--- config.mk ---
export PLATFORM = sky130hd
export DESIGN_NAME = slot_scheduler
export DESIGN_NICKNAME = d
export VERILOG_FILES = /design/src/rtl/slot_scheduler.sv
export SDC_FILE = /design/constraint.sdc
export NUM_CORES = 1
export LEC_CHECK = 0
export CAP_MARGIN = 25
export CORE_MARGIN = 2
export CORE_UTILIZATION = 52
export DETAILED_ROUTE_END_ITERATION = 10
export PLACE_DENSITY_LB_ADDON = 0.12
export REMOVE_ABC_BUFFERS = 1
export SLEW_MARGIN = 40
export SYNTH_ARGS = -nofsm -noshare
export SYNTH_HDL_FRONTEND = slang
export SYNTH_SLANG_ARGS = --single-unit
--- constraint.sdc ---
create_clock -name clk -period 5.9 [get_ports clk]
set_input_delay 1.475 -clock clk [delete_from_list [all_inputs] [get_ports clk]]
set_output_delay 1.475 -clock clk [all_outputs]
set_load 0.03 [all_outputs]
--- src/rtl/slot_scheduler.sv ---
// Round-robin arbiter that hands one fixed-length timed slot to one requester at a time.
// Grant is registered one edge after a request in IDLE and lasts L cycles; done pulses in the following RELEASE cycle.
// Requests that are not granted are held by the requester and served in round-robin order; the granted requester can abort by dropping its request.
module slot_scheduler #(
  parameter int NREQ = 4,
  parameter int W    = 4
) (
  input  logic              clk,
  input  logic              reset_n,
  input  logic [NREQ-1:0]   i_req,
  input  logic [NREQ*W-1:0] i_len,
  output logic [NREQ-1:0]   o_grant,
  output logic [W-1:0]      o_val,
  output logic              o_last,
  output logic [NREQ-1:0]   o_done,
  output logic              o_busy
);

  localparam int PW = (NREQ > 1) ? $clog2(NREQ) : 1;

  typedef enum logic [1:0] {
    S_IDLE,
    S_RUN,
    S_RELEASE
  } state_t;

  state_t          state_q, state_d;
  logic [PW-1:0]   ptr_q, ptr_d;
  logic [W-1:0]    len_q, len_d;
  logic [W-1:0]    val_q, val_d;
  logic [NREQ-1:0] grant_q, grant_d;
  logic [NREQ-1:0] done_q, done_d;
  logic [NREQ-1:0] rel_q, rel_d;

  logic [NREQ-1:0] arb_req;
  logic            arb_found;
  logic [PW-1:0]   arb_idx;
  logic [NREQ-1:0] arb_onehot;
  logic [W-1:0]    arb_len;
  logic [PW:0]     cand_sum;
  logic [PW-1:0]   cand;
  logic [PW-1:0]   ptr_next;
  logic            req_live;
  logic            last;

  // The requester just released sits out the RELEASE-cycle arbitration.
  assign arb_req  = (state_q == S_RELEASE) ? (i_req & ~rel_q) : i_req;
  // The granted requester still wants its slot.
  assign req_live = |(i_req & grant_q);
  assign last     = (state_q == S_RUN) && (val_q == (len_q - W'(1)));
  assign ptr_next = (arb_idx == PW'(NREQ - 1)) ? '0 : (arb_idx + PW'(1));

  // Round-robin search starting at ptr, wrapping modulo NREQ; also picks the winner's length.
  always_comb begin
    arb_found  = 1'b0;
    arb_idx    = '0;
    cand_sum   = '0;
    cand       = '0;
    arb_onehot = '0;
    arb_len    = '0;
    for (int i = 0; i < NREQ; i++) begin
      cand_sum = {1'b0, ptr_q} + (PW+1)'(i);
      if (cand_sum >= (PW+1)'(NREQ)) begin
        cand_sum = cand_sum - (PW+1)'(NREQ);
      end
      cand = cand_sum[PW-1:0];
      if (!arb_found && arb_req[cand]) begin
        arb_found = 1'b1;
        arb_idx   = cand;
      end
    end
    if (arb_found) begin
      arb_onehot = NREQ'(1) << arb_idx;
    end
    for (int r = 0; r < NREQ; r++) begin
      if (arb_onehot[r]) begin
        arb_len = i_len[r*W +: W];
      end
    end
  end

  // Next-state logic: arbitrate in IDLE/RELEASE, count the slot in RUN.
  always_comb begin
    state_d = state_q;
    ptr_d   = ptr_q;
    len_d   = len_q;
    val_d   = val_q;
    grant_d = grant_q;
    done_d  = '0;
    rel_d   = rel_q;
    case (state_q)
      S_IDLE, S_RELEASE: begin
        grant_d = '0;
        val_d   = '0;
        state_d = S_IDLE;
        if (arb_found) begin
          state_d = S_RUN;
          grant_d = arb_onehot;
          len_d   = (arb_len == '0) ? W'(1) : arb_len;
          ptr_d   = ptr_next;
        end
      end
      S_RUN: begin
        if (!req_live) begin
          // Abort wins over a coincident last cycle: no done.
          state_d = S_RELEASE;
          rel_d   = grant_q;
          grant_d = '0;
          val_d   = '0;
        end else if (last) begin
          state_d = S_RELEASE;
          rel_d   = grant_q;
          done_d  = grant_q;
          grant_d = '0;
          val_d   = '0;
        end else begin
          val_d = val_q + W'(1);
        end
      end
      default: begin
        state_d = S_IDLE;
        grant_d = '0;
        val_d   = '0;
      end
    endcase
  end

  // State registers; reset clears grant and done immediately, mid-slot included.
  always_ff @(posedge clk or negedge reset_n) begin
    if (!reset_n) begin
      state_q <= S_IDLE;
      ptr_q   <= '0;
      len_q   <= '0;
      val_q   <= '0;
      grant_q <= '0;
      done_q  <= '0;
      rel_q   <= '0;
    end else begin
      state_q <= state_d;
      ptr_q   <= ptr_d;
      len_q   <= len_d;
      val_q   <= val_d;
      grant_q <= grant_d;
      done_q  <= done_d;
      rel_q   <= rel_d;
    end
  end

  assign o_grant = grant_q;
  assign o_val   = val_q;
  assign o_last  = last;
  assign o_done  = done_q;
  assign o_busy  = |grant_q;

endmodule

Word-level counts from Yosys, hierarchy flattened
Index checks and enable logic that the tools add are counted.
{"block": "op_classes", "bitwise_logic": 3, "n_addsub": 10, "muxes": 44, "order_cmp": 8, "shifts": 1, "n_eq_ne": 6, "n_reduce_logical": 14}
{"op": "two-way mux 4 bit", "n": 18}
{"op": "two-way mux 2 bit", "n": 11}
{"op": "< comparator 2 x 3 -> 1 bit (second input constant)", "n": 4}
{"op": ">= comparator 3 bit (second input constant)", "n": 3}
{"op": "two-way mux 1 bit", "n": 9}
{"op": "bitwise AND 4 bit", "n": 2}
{"op": "binary-select mux 1 bit (select 2 bit)", "n": 4}
{"op": "case mux 4 bit (2 select lines)", "n": 1}
{"op": "OR reduction 4 bit", "n": 2}
{"op": "subtractor 2 x 1 -> 2 bit (second input constant)", "n": 4}
{"op": "adder 2 x 2 -> 3 bit (second input constant)", "n": 2}
{"op": "adder 4 x 1 -> 4 bit (second input constant)", "n": 1}
{"op": "== test 2 bit (second input constant)", "n": 2}
{"op": "== test 4 bit", "n": 1}
{"op": "logical AND 1 bit", "n": 4}
{"op": "logical NOT 4 bit", "n": 1}
{"op": "inverter 4 bit", "n": 1}
{"op": "case mux 2 bit (2 select lines)", "n": 1}
{"op": "AND reduction 2 bit", "n": 2}
{"op": "<< shifter 1 x 2 -> 4 bit (first input constant)", "n": 1}
{"op": "subtractor 4 x 1 -> 4 bit (second input constant)", "n": 1}
{"op": "adder 2 x 1 -> 3 bit (second input constant)", "n": 1}
{"op": ">= comparator 2 x 3 -> 1 bit (second input constant)", "n": 1}
{"op": "logical NOT 1 bit", "n": 3}
{"op": "other kinds (6)", "n": 6}
{"block": "word_totals", "input_bits": 22, "word_cells": 93, "regBits": 24, "output_inout_bits": 14}

Depth between registers and ports, before layout
{"block": "logic_depth", "ltp_word": 23, "mapped_depth": 12, "depth_no_buf": 11}

Least setup slack after synthesis
Ideal clock, no wire load.
{"block": "synth_path", "kind": "input to register", "from": "input i_req[3]", "to": "register len_q[0]", "setup_time_ps": 87, "n_path_buf": 1, "setup_slack_ps": 2750, "cell_stages": 11, "arrival_time_ps": 3063, "path_cell_list": "a21boi_0 a31o_2 and3_1 inv_1 ha_1 clkbuf_1 a211oi_1 o21ai_0 o211ai_1 nand3_1 a22oi_1"}
{"block": "synth_between", "elab_chain_cells": 22, "elab_cells_between_ends": 33, "cone_classes": "1 x shift; 23 x mux; 1 x bitwise; 8 x reduce/logical"}
{"item": "start: declaration", "line": "10", "text": "input logic [NREQ-1:0] i_req,"}
{"item": "bitwise AND 4 bit", "line": "47", "text": "assign arb_req = (state_q == S_RELEASE) ? (i_req & ~rel_q) : i_req;"}
{"item": "two-way mux 4 bit *", "line": "47"}
{"item": "binary-select mux 1 bit (select 2 bit)", "line": "67", "text": "if (!arb_found && arb_req[cand]) begin"}
{"item": "two-way mux 1 bit (not written as such)", "line": "67"}
{"item": "two-way mux 1 bit", "line": "67"}
{"item": "logical NOT 1 bit", "line": "67"}
{"item": "logical AND 1 bit", "line": "67"}
{"item": "two-way mux 1 bit", "line": "67"}
{"item": "[3 not listed]"}
{"item": "logical NOT 1 bit", "line": "67"}
{"item": "logical AND 1 bit", "line": "67"}
{"item": "two-way mux 2 bit", "line": "67"}
{"item": "<< shifter 1 x 2 -> 4 bit", "line": "73", "text": "arb_onehot = NREQ'(1) << arb_idx;"}
{"item": "two-way mux 4 bit", "line": "72", "text": "if (arb_found) begin"}
{"item": "two-way mux 4 bit (4 in series)", "line": "76", "text": "if (arb_onehot[r]) begin"}
{"item": "logical NOT 4 bit", "line": "99", "text": "len_d = (arb_len == '0) ? W'(1) : arb_len;"}
{"item": "two-way mux 4 bit", "line": "99"}
{"item": "end signal: assignment", "line": "141", "text": "len_q <= len_d;"}
{"item": "end: declaration", "line": "29", "text": "logic [W-1:0] len_q, len_d;"}
Every way passes the cells marked *; elsewhere a longest branch is shown, timed or not. The select of a mux whose other input is x is not followed.
A chain may end at the register's enable or synchronous reset.

Final worst setup path
{"block": "layout_path", "from": "register len_q[0]", "to": "output o_last"}
{"block": "layout_between", "elab_chain_cells": 3}
{"item": "subtractor 4 x 1 -> 4 bit", "line": "50", "text": "assign last = (state_q == S_RUN) && (val_q == (len_q - W'(1)));"}
{"item": "== test 4 bit", "line": "50"}
{"item": "logical AND 1 bit", "line": "50"}
{"item": "end: declaration", "line": "14", "text": "output logic o_last,"}
Every way passes these cells.

==> run summary <==
Status: finished, final reports clean
H-tree depth: 1
Cell Area, Synth: 1409 um2
Mean Syn Cell Area: 9.852 um2
Die extent in y: 56.05 um
Antenna viol nets, final: 0
CP Class: flip-flop to output pin
Top cell type's share of synthesized area: 0.4263
Num rows: 18
Final Core Density: 0.7202
Pre-antenna DRT Iters: 4
Layout Area Growth over Synthesis: 28.95%
Top cells by count, synth: dfrtp_1, nand2_1, a21oi_1, inv_1
Total power: 835.3 uW
Relative slew margins: 0.6427
Setup bufs post-CTS: 0
Post-synthesis sequential area ratio: 0.4263
First-pass GRT wire length: 5092 um
DP Area: 1780 um2
Clk slew on worst S/H paths: 0.12 ns
Worst min-delay path class: flip-flop to flip-flop
DRC viols: 0
WL/cell: 15.08 um
Final RePlAce weighted congestion: 0.7859
Worst Setup End Kind: output pin
I/O pin count: 36
Die ar.: 3142 um2
Post-CTS sizing: 0
Die Wd: 56.05 um
Final period util: 0.6822
Max VDD drop: 0.3750 mV
CTS tree: yes
Initial antenna violation count: 0
Max_cap viols: 0
Power density over the cells: 459.8 nW/um2
Synth Register Bits: 24
EDFF count, synth: 0
Vias per cell: 5.670
Nets: 208
Core region area: 2522 um2
Yosys synthesis warning count: 0
Leak Pwr: 0.8165 nW
Most numerous cell in the Yosys netlist: dfrtp_1
Post-synth top flop: dfrtp_1
Setup violations, final: 0
Vias in the first global route: 1135
Max Fclk: 248.4 MHz
Top cells by area, synth: dfrtp_1, ha_1, nand2_1
Hold-fix buffers, CTS: 0
Global route overflow: 0
Largest net degree at the start of global routing: 25
Critical Path Start Type: flip-flop
Antenna diode count: 0
Setup TNS: 0 ns
PortBufs: 35
Setup Skew: 0.008965 ns
Cell taking the most area after synthesis: dfrtp_1
Gate Count Post-Synth: 143
CP max FO: 8
Via count: 1185
Post-DP HPWL: 2450 um
WP data arrival: 2.55 ns
Final instance area: 1817 um2
Layout cell share with drive strength beyond 1: 0.1229
Slew @ Worst Pin: 0.5360 ns
Hold Fails Final Rpt: 0
Tmin final: 4.025 ns
Routed WL: 3152 um
FFs w/ async S/R, synth: 1.000
Total GRT Usage: 0.2058
Required time of the critical path: 4.43 ns
Initial cell density of the core: 0.5585
Clock sinks: 24
Root Buffer: clkbuf_4
CTS Buf Count: 3
First DRT Iteration DRCs: 29
Clock tree buffer depth: 2
Final slew viol count: 0
Unique masters post-synth: 43
Clk Latency, worst-skew pair: 0.32 ns
RSZ-0062 raised after global routing: no
## path summary, 6_finish.rpt
| check | from | to | slack, ns | cells after the start |
|---|---|---|---|---|
| min | len_q[3] | len_q[3] | 0.53 | 2 |
| max | len_q[0] | o_last | 1.87 | 6 |
| min reg2reg | len_q[3] | len_q[3] | 0.53 | 2 |
| max in group asynchronous | reset_n | o_val[3] | 4.42 | 1 |
| max reg2reg | state_q[0] | len_q[0] | 3.31 | 11 |
| min in group asynchronous | reset_n | rel_q[2] | 1.11 | 1 |
## power by group
part | leakage (nW) | switching [mW] | internal, mW
Combinational | 0.480 | 0.255 | 0.215
Sequential | 0.315 | 0.0624 | 0.216
Clock | 0.0210 | 0.0496 | 0.0377
## metal layers
layer	global-route usage	vias to the layer above	routed length [um]
met5	0	-	0
met2	0.3748	30	1584
li1	-	583	-
met3	0.03023	2	121
met4	0.05782	0	19
met1	0.2500	570	1426
## stage by stage
stage / hold WS [ns] / std cells / worst slack [ns]
3_3_place_gp: 0.5054 / 205 / 2.118
2_1_floorplan: 0.4702 / 140 / 2.824
6_report: 0.5329 / 209 / 1.875
3_5_place_dp: 0.5155 / 205 / 2.016
5_1_grt: 0.5613 / 209 / 1.775
4_1_cts: 0.5446 / 209 / 1.873
## cell type report
class	count	area, um2
tap	30	37.54
inverter	8	30.03
fill	207	705.7
multi-input combinational	108	767.0
timing repair buffer	35	345.3
sequential	24	600.6
clock buffer	4	36.28
## critical path, stage by stage, from the launching register on
cell,delay (ns)
dfrtp_1,0.41
inv_1,0.08
ha_1,0.31
xor2_1,0.21
nand3_1,0.15
nor3_4,0.34
clkdlybuf4s50_1,0.73
## cell families after synthesis
logic type	share of synthesized area
flip-flops	0.4263
XOR/XNOR	0.04974
multiplexers	0.04263
AND/OR/NAND/NOR	0.2052
buffers and inverters	0.02931
adder cells (fa/ha/maj)	0.05328
AO/OA/AOI/OAI	0.1936
## state kept, by name, indices dropped and copies added, names as in the netlist
signal / count
o_done: 4
rel_q: 4
ptr_q: 2
o_grant: 4
state_q: 2
o_val: 4
len_q: 4
## cells in the final DEF (no fill, tap or decap), types with 2 or more instances in the layout
master / synthesis / layout
clkdlybuf4s50_1: 0 / 34
a21oi_1: 8 / 8
nor2_1: 7 / 7
dfrtp_1: 24 / 24
ha_1: 6 / 6
xnor2_1: 5 / 5
a22o_1: 4 / 4
a22oi_1: 4 / 4
inv_1: 8 / 8
xor2_1: 3 / 3
o21ai_0: 7 / 7
o211ai_1: 2 / 2
and3_2: 4 / 4
a211oi_1: 2 / 2
nand2_1: 18 / 18
nand3_1: 4 / 4
mux2_4: 4 / 4
nand2b_1: 4 / 4
nor3b_1: 2 / 2
clkbuf_4: 0 / 3
No activity file was read; power rests on OpenSTA's default activity.
